### config.mk
export PLATFORM = sky130hd
export DESIGN_NAME = led_scan_ctrl_flat
export DESIGN_NICKNAME = d
export VERILOG_FILES = /design/src/rtl/led_scan_if.sv /design/src/rtl/led_scan_ctrl.sv /design/src/flat_wrapper.sv
export SDC_FILE = /design/constraint.sdc
export NUM_CORES = 1
export LEC_CHECK = 0
export CORE_ASPECT_RATIO = 1.5
export CORE_MARGIN = 2
export CORE_UTILIZATION = 59
export DETAILED_ROUTE_END_ITERATION = 16
export PLACE_DENSITY = 0.8
export SLEW_MARGIN = 40
export SYNTH_ARGS = -nofsm -noshare
export SYNTH_HDL_FRONTEND = slang
export SYNTH_SLANG_ARGS = --single-unit
export TNS_END_PERCENT = 5
### constraint.sdc
create_clock -name clk -period 2.6 [get_ports clk]
set_input_delay 0.78 -clock clk [delete_from_list [all_inputs] [get_ports clk]]
set_output_delay 0.78 -clock clk [all_outputs]
set_load 0.02 [all_outputs]
### src/rtl/led_scan_if.sv
// Control and decoder-drive signals between the board-side controls and the LED scan sequencer.
interface led_scan_if;
   logic       start;
   logic       stop;
   logic       pause;
   logic [1:0] mode;
   logic [2:0] en_out;
   logic [2:0] sel_out;
   logic       busy;
   logic       wrap;

   modport master (output start, stop, pause, mode,
                   input  en_out, sel_out, busy, wrap);
   modport slave  (input  start, stop, pause, mode,
                   output en_out, sel_out, busy, wrap);
endinterface

### src/rtl/led_scan_ctrl.sv
// Running-light sequencer for a 3-to-8 active-low LED decoder: one LED lit at a time,
// programmable step rate, four scan modes, pause and stop.
//
// state   | meaning
// S_IDLE  | decoder disabled, prescaler cleared, waiting for start
// S_RUN   | LED lit, prescaler counting, sel steps on each tick
// S_PAUSE | LED lit, prescaler and sel frozen
module led_scan_ctrl #(
   parameter int TICK_DIV = 25_000_000,
   parameter int CNT_W    = 25
) (
   input  logic     clk,
   input  logic     rst,
   led_scan_if.slave bus
);

   typedef enum logic [1:0] {S_IDLE, S_RUN, S_PAUSE} state_t;

   localparam logic [CNT_W-1:0] CNT_LAST = CNT_W'(TICK_DIV - 1);
   localparam logic [1:0] M_UP = 2'b00, M_DOWN = 2'b01, M_PING = 2'b10, M_ONCE = 2'b11;

   state_t           state_q, state_d;
   logic [CNT_W-1:0] cnt_q, cnt_d;
   logic [2:0]       sel_q, sel_d;
   logic             dir_q, dir_d;
   logic [1:0]       mode_q, mode_d;
   logic             wrap_q, wrap_d;
   logic [2:0]       en_q, en_d;
   logic             busy_q, busy_d;

   logic tick;
   logic once_done;

   assign tick      = (cnt_q == CNT_LAST);
   assign once_done = tick && (mode_q == M_ONCE) && (sel_q == 3'd7);

   always_ff @(posedge clk or posedge rst) begin
      if (rst) begin
         state_q <= S_IDLE;
         cnt_q   <= '0;
         sel_q   <= 3'd0;
         dir_q   <= 1'b0;
         mode_q  <= M_UP;
         wrap_q  <= 1'b0;
         en_q    <= 3'b000;
         busy_q  <= 1'b0;
      end else begin
         state_q <= state_d;
         cnt_q   <= cnt_d;
         sel_q   <= sel_d;
         dir_q   <= dir_d;
         mode_q  <= mode_d;
         wrap_q  <= wrap_d;
         en_q    <= en_d;
         busy_q  <= busy_d;
      end
   end

   always_comb begin
      state_d = state_q;
      case (state_q)
         S_IDLE:  if (!bus.stop && bus.start) state_d = S_RUN;
         S_RUN:   if (bus.stop || once_done)  state_d = S_IDLE;
                  else if (bus.pause)         state_d = S_PAUSE;
         S_PAUSE: if (bus.stop)               state_d = S_IDLE;
                  else if (!bus.pause)        state_d = S_RUN;
         default:                             state_d = S_IDLE;
      endcase
   end

   always_comb begin
      cnt_d  = cnt_q;
      sel_d  = sel_q;
      dir_d  = dir_q;
      mode_d = mode_q;
      wrap_d = 1'b0;
      case (state_q)
         S_IDLE: begin
            cnt_d = '0;
            if (!bus.stop && bus.start) begin
               mode_d = bus.mode;
               sel_d  = (bus.mode == M_DOWN) ? 3'd7 : 3'd0;
               dir_d  = (bus.mode == M_DOWN);
            end
         end
         S_RUN: begin
            if (bus.stop) begin
               cnt_d = '0;
               sel_d = 3'd0;
            end else begin
               cnt_d = tick ? '0 : cnt_q + CNT_W'(1);
               // a tick is applied even when pause is sampled on the same edge
               if (tick) begin
                  case (mode_q)
                     M_UP: begin
                        sel_d  = sel_q + 3'd1;
                        wrap_d = (sel_q == 3'd7);
                     end
                     M_DOWN: begin
                        sel_d  = sel_q - 3'd1;
                        wrap_d = (sel_q == 3'd0);
                     end
                     M_PING: begin
                        if (!dir_q && sel_q == 3'd7) begin
                           dir_d  = 1'b1;
                           sel_d  = 3'd6;
                           wrap_d = 1'b1;
                        end else if (dir_q && sel_q == 3'd0) begin
                           dir_d  = 1'b0;
                           sel_d  = 3'd1;
                           wrap_d = 1'b1;
                        end else begin
                           sel_d = dir_q ? sel_q - 3'd1 : sel_q + 3'd1;
                        end
                     end
                     default: begin
                        sel_d  = (sel_q == 3'd7) ? 3'd0 : sel_q + 3'd1;
                        wrap_d = (sel_q == 3'd7);
                        if (sel_q == 3'd7) cnt_d = '0;
                     end
                  endcase
               end
            end
         end
         S_PAUSE: begin
            if (bus.stop) begin
               cnt_d = '0;
               sel_d = 3'd0;
            end
         end
         default: begin
            cnt_d = '0;
            sel_d = 3'd0;
         end
      endcase
      busy_d = (state_d != S_IDLE);
      en_d   = (state_d != S_IDLE) ? 3'b100 : 3'b000;
   end

   assign bus.en_out  = en_q;
   assign bus.sel_out = sel_q;
   assign bus.busy    = busy_q;
   assign bus.wrap    = wrap_q;

endmodule
### src/flat_wrapper.sv
// flat-port wrapper written by rule: the top's interface ports become plain ports
module led_scan_ctrl_flat 
#(
   parameter int TICK_DIV = 25_000_000,
   parameter int CNT_W    = 25
)
  (clk, rst, bus_start, bus_stop, bus_pause, bus_mode, bus_en_out, bus_sel_out, bus_busy, bus_wrap);
  led_scan_if bus_i ();
  input  logic clk;
  input  logic rst;
  input wire logic [$bits(bus_i.start)-1:0] bus_start;
  input wire logic [$bits(bus_i.stop)-1:0] bus_stop;
  input wire logic [$bits(bus_i.pause)-1:0] bus_pause;
  input wire logic [$bits(bus_i.mode)-1:0] bus_mode;
  output wire logic [$bits(bus_i.en_out)-1:0] bus_en_out;
  output wire logic [$bits(bus_i.sel_out)-1:0] bus_sel_out;
  output wire logic [$bits(bus_i.busy)-1:0] bus_busy;
  output wire logic [$bits(bus_i.wrap)-1:0] bus_wrap;
  assign bus_i.start = bus_start;
  assign bus_i.stop = bus_stop;
  assign bus_i.pause = bus_pause;
  assign bus_i.mode = bus_mode;
  assign bus_en_out = bus_i.en_out;
  assign bus_sel_out = bus_i.sel_out;
  assign bus_busy = bus_i.busy;
  assign bus_wrap = bus_i.wrap;
  led_scan_ctrl #(.TICK_DIV(TICK_DIV), .CNT_W(CNT_W)) u_core (.clk(clk), .rst(rst), .bus(bus_i));
endmodule
==> results.txt <==
root buffer cell - clkbuf_8
number of cells in the design after placement - 301
leading register cell type out of synthesis - dfrtp_1
Final Hold Vio Count - 0
number of warnings printed during yosys synthesis - 0
final routed wire length divided by cell count - 16.1 um
maximum number of pins on one net before global-route repair - 36
Hold Path End - u_core.cnt_q[20]
All-Layer GR Usage - 0.267
crit path capture type - output pin
CP cell instances - clkdlybuf4s50_1
count of maximum capacitance violations - 0
total number of vias - 1845
fraction of layout cells with a size suffix above 1 - 0.0943
chip width - 54.2 um
final-stage net count - 282
cell with the most instances after synthesis - dfrtp_1
compound-cell area share of the yosys netlist - 0.172
estimated wirelength of the detail-placed design - 3700 um
portion of total power attributed to the clock network - 0.303
top cells by count, synth - 35 x dfrtp_1, 24 x nor2_1, 21 x nand2_1
Initial Utilization - 0.612
pre-CTS setup slack - 206 ps
core occupancy in the finished layout - 0.679
final worst hold slack - 513 ps
Fin Clk Skew - 6.15 ps
worst min path class - flip-flop to flip-flop
area share of the largest cell type after synthesis - 0.392
RePlAce Congestion - 0.835
area share of xor/xnor cells in the synthesized design - 0.0510
leading post-synthesis cells by cell area - dfrtp_1 39%, ha_1 5.6%, nor2_1 4.0%, nand2_1 3.5%, xnor2_1 3.5%
register bit count reported by yosys - 35
mapped cell area - 2230 um^2
Worst Hold Launch - u_core.cnt_q[20]
number of vias per cell after detailed routing - 5.99
share of synthesized cell area in full adder, half adder and majority cells - 0.0561
maximum VDD drop - 0.382 mV
number of top-level pins - 15
number of pins with negative max-slew slack in the final report - 0
final-layout fill cell count - 303
final instance count without filler cells - 308
total of cells resized after clock tree synthesis - 0
share of synthesized registers carrying an async set or reset - 1.00
CP peak stage delay - 650 ps
category of the worst setup path launch point - flip-flop
Placement Rows - 27
DR DRC count - 0
delay-heaviest family, CP - buffers and inverters
cell with the largest stage delay on the worst path - clkdlybuf4s50_1
combinational family with the most area after synthesis - simple AND/OR/NAND/NOR gates
internal power consumption - 913 uW
CP max FO - 7
total stage count of the critical path - 1
mux share of post-synthesis cell area - 0.00504
Req. time, crit path - 1820 ps
aggregate negative setup slack - 0 ps
hold_buf cts - 0
Pwr per Cell Area - 533 nW/um^2
highest achievable clock rate - 455 MHz
post-synthesis cell type count - 52
combinational fraction of design power - 0.235
RSZ-0062 raised after global routing - no
die boundary height - 79.3 um
Register-to-Register Path Depth - 6
number of antenna violations at the first check in global routing - 0
mean instance size in the synthesized netlist - 9.00 um^2
number of stages on the worst hold path - 1
Static Leak - 1.03 nW
portion of total power attributed to sequential cells - 0.462
total net switching power - 406 uW
number of buffers and inverters on the critical path - 1
class of the most critical setup path - flip-flop to output pin
total wirelength of the detailed-routed design - 4960 um
final worst slack - 402 ps
sum of overflow across all layers after global routing - 0
insertion delay to the later sink of the worst-skew pair - 290 ps
PortBufs - 12
TritonCTS clock tree - yes
Syn Inst Count - 248
arrival time at the worst endpoint - 1420 ps
clock buffer count from CTS - 5
Sw Share - 0.308
router iterations before antenna repair - 4
Yosys top cell by area - dfrtp_1
sequential fraction of the synthesis area - 0.392
first-pass GRT wire length - 8220 um
synthesis-to-finish area growth - 11.0%
Setup-failing EPs final - 0
run status - completed
count of antenna-violating nets left after detailed routing - 0
Synth Area in Simple Gates - 0.269
number of global-route vias before repair - 1800
total number of clock tree sinks - 35
buffers inserted by post-CTS timing repair - 0
clock input transition at the sequential cells of the worst setup and hold paths - 70 ps
CTS H-Tree Depth - 2
Post-synth EDFFs - 0
first-iteration detailed-routing DRC count - 77
number of diodes - 0
portion of the clock cycle consumed by the worst path in the final layout - 0.845
endpoint of the lowest-slack register-to-register path - u_core.cnt_q[7]
time the worst path needs with I/O delays and setup - 2200 ps
core area - 3650 um^2
maximum buffer depth of the clock tree - 2
startpoint of the worst register-to-register path - u_core.cnt_q[0]
setup slack of the worst register-to-register path - 440 ps
die outline area - 4300 um^2
==> kinds of logic after synthesis <==
logic type      after synthesis
xor+xnor                     13
flops                        35
other cells                   1
mux                           1
fa+ha+maj                    10
simple gates                109
compound gates               57
buf+inv                      22
==> how the worst max path moves through the flow <==
stage                     slack, ps                  start               end
after global placement          210               bus_stop  u_core.cnt_q[10]
final                           400  u_core.bus.sel_out[2]    bus_sel_out[2]
after floorplan                 440               bus_stop      u_core.dir_q
after global routing            270        u_core.cnt_q[0]  u_core.cnt_q[24]
after detailed placement        210               bus_stop  u_core.cnt_q[12]
after CTS                       390  u_core.bus.sel_out[2]    bus_sel_out[2]
==> sequential cells by signal, summed over array words and instances, names as in the netlist <==
signal	count
u_core.cnt_q	25
u_core.bus.wrap	1
u_core.state_q	2
u_core.bus.sel_out	3
u_core.mode_q	2
u_core.dir_q	1
u_core.bus.en_out	1
==> per-layer routing <==
layer | share of wire | wire (um) | vias to the layer above | GRT usage
met2 | 0.55 | 2740 | 45 | 0.472
li1 | - | - | 925 | -
met4 | 0.022 | 110 | 0 | 0.128
met3 | 0.034 | 168 | 9 | 0.0526
met5 | 0 | 0 | - | 0
met1 | 0.39 | 1940 | 866 | 0.290
==> layout by cell type (no fill, tap or decap), types with 2 or more instances in the layout <==
master           count
a31oi_1              6
nor2_1              24
a21oi_1             13
nand4_1              6
dfrtp_1             35
nand2_1             21
ha_1                10
clkdlybuf4s50_1     12
nor3_1              11
or3_2                2
nand3_1             11
nand2b_1             7
o21a_1               5
o21ai_0             13
o22ai_1              2
conb_1               2
and4bb_2             2
clkbuf_8             6
xnor2_1              9
and2_1               2
nor4b_1              2
nor4_1               5
nor2b_1              6
buf_4                7
a21o_1               2
o2bb2ai_1            2
and4_1               3
inv_1               12
xor2_1               4
==> power by group through the flow <==
stage               registers, mW  logic [mW]  clock network (mW)
global route                0.614       0.341               0.435
global placement            0.617       0.299                   0
finish                      0.610       0.310               0.399
floorplan                   0.623       0.203                   0
detailed placement          0.619       0.308                   0
CTS                         0.609       0.310               0.408
==> layout make-up <==
cell class,count,area (um^2),share of cell area
flip-flops and latches,35,876,0.354
multi-input cells,192,1240,0.502
clock inverters,1,5.00,0.00202
clock buffers,6,82.6,0.0333
well taps,43,53.8,0.0217
repair buffers,19,173,0.0697
inverters,12,45.0,0.0182
==> stage by stage <==
step	area [um^2]	total power [mW]
2_1_floorplan	2240	0.826
3_5_place_dp	2390	0.927
4_1_cts	2480	1.33
3_3_place_gp	2390	0.916
6_report	2480	1.32
5_1_grt	2480	1.39
(Power assumes the default switching activity.)
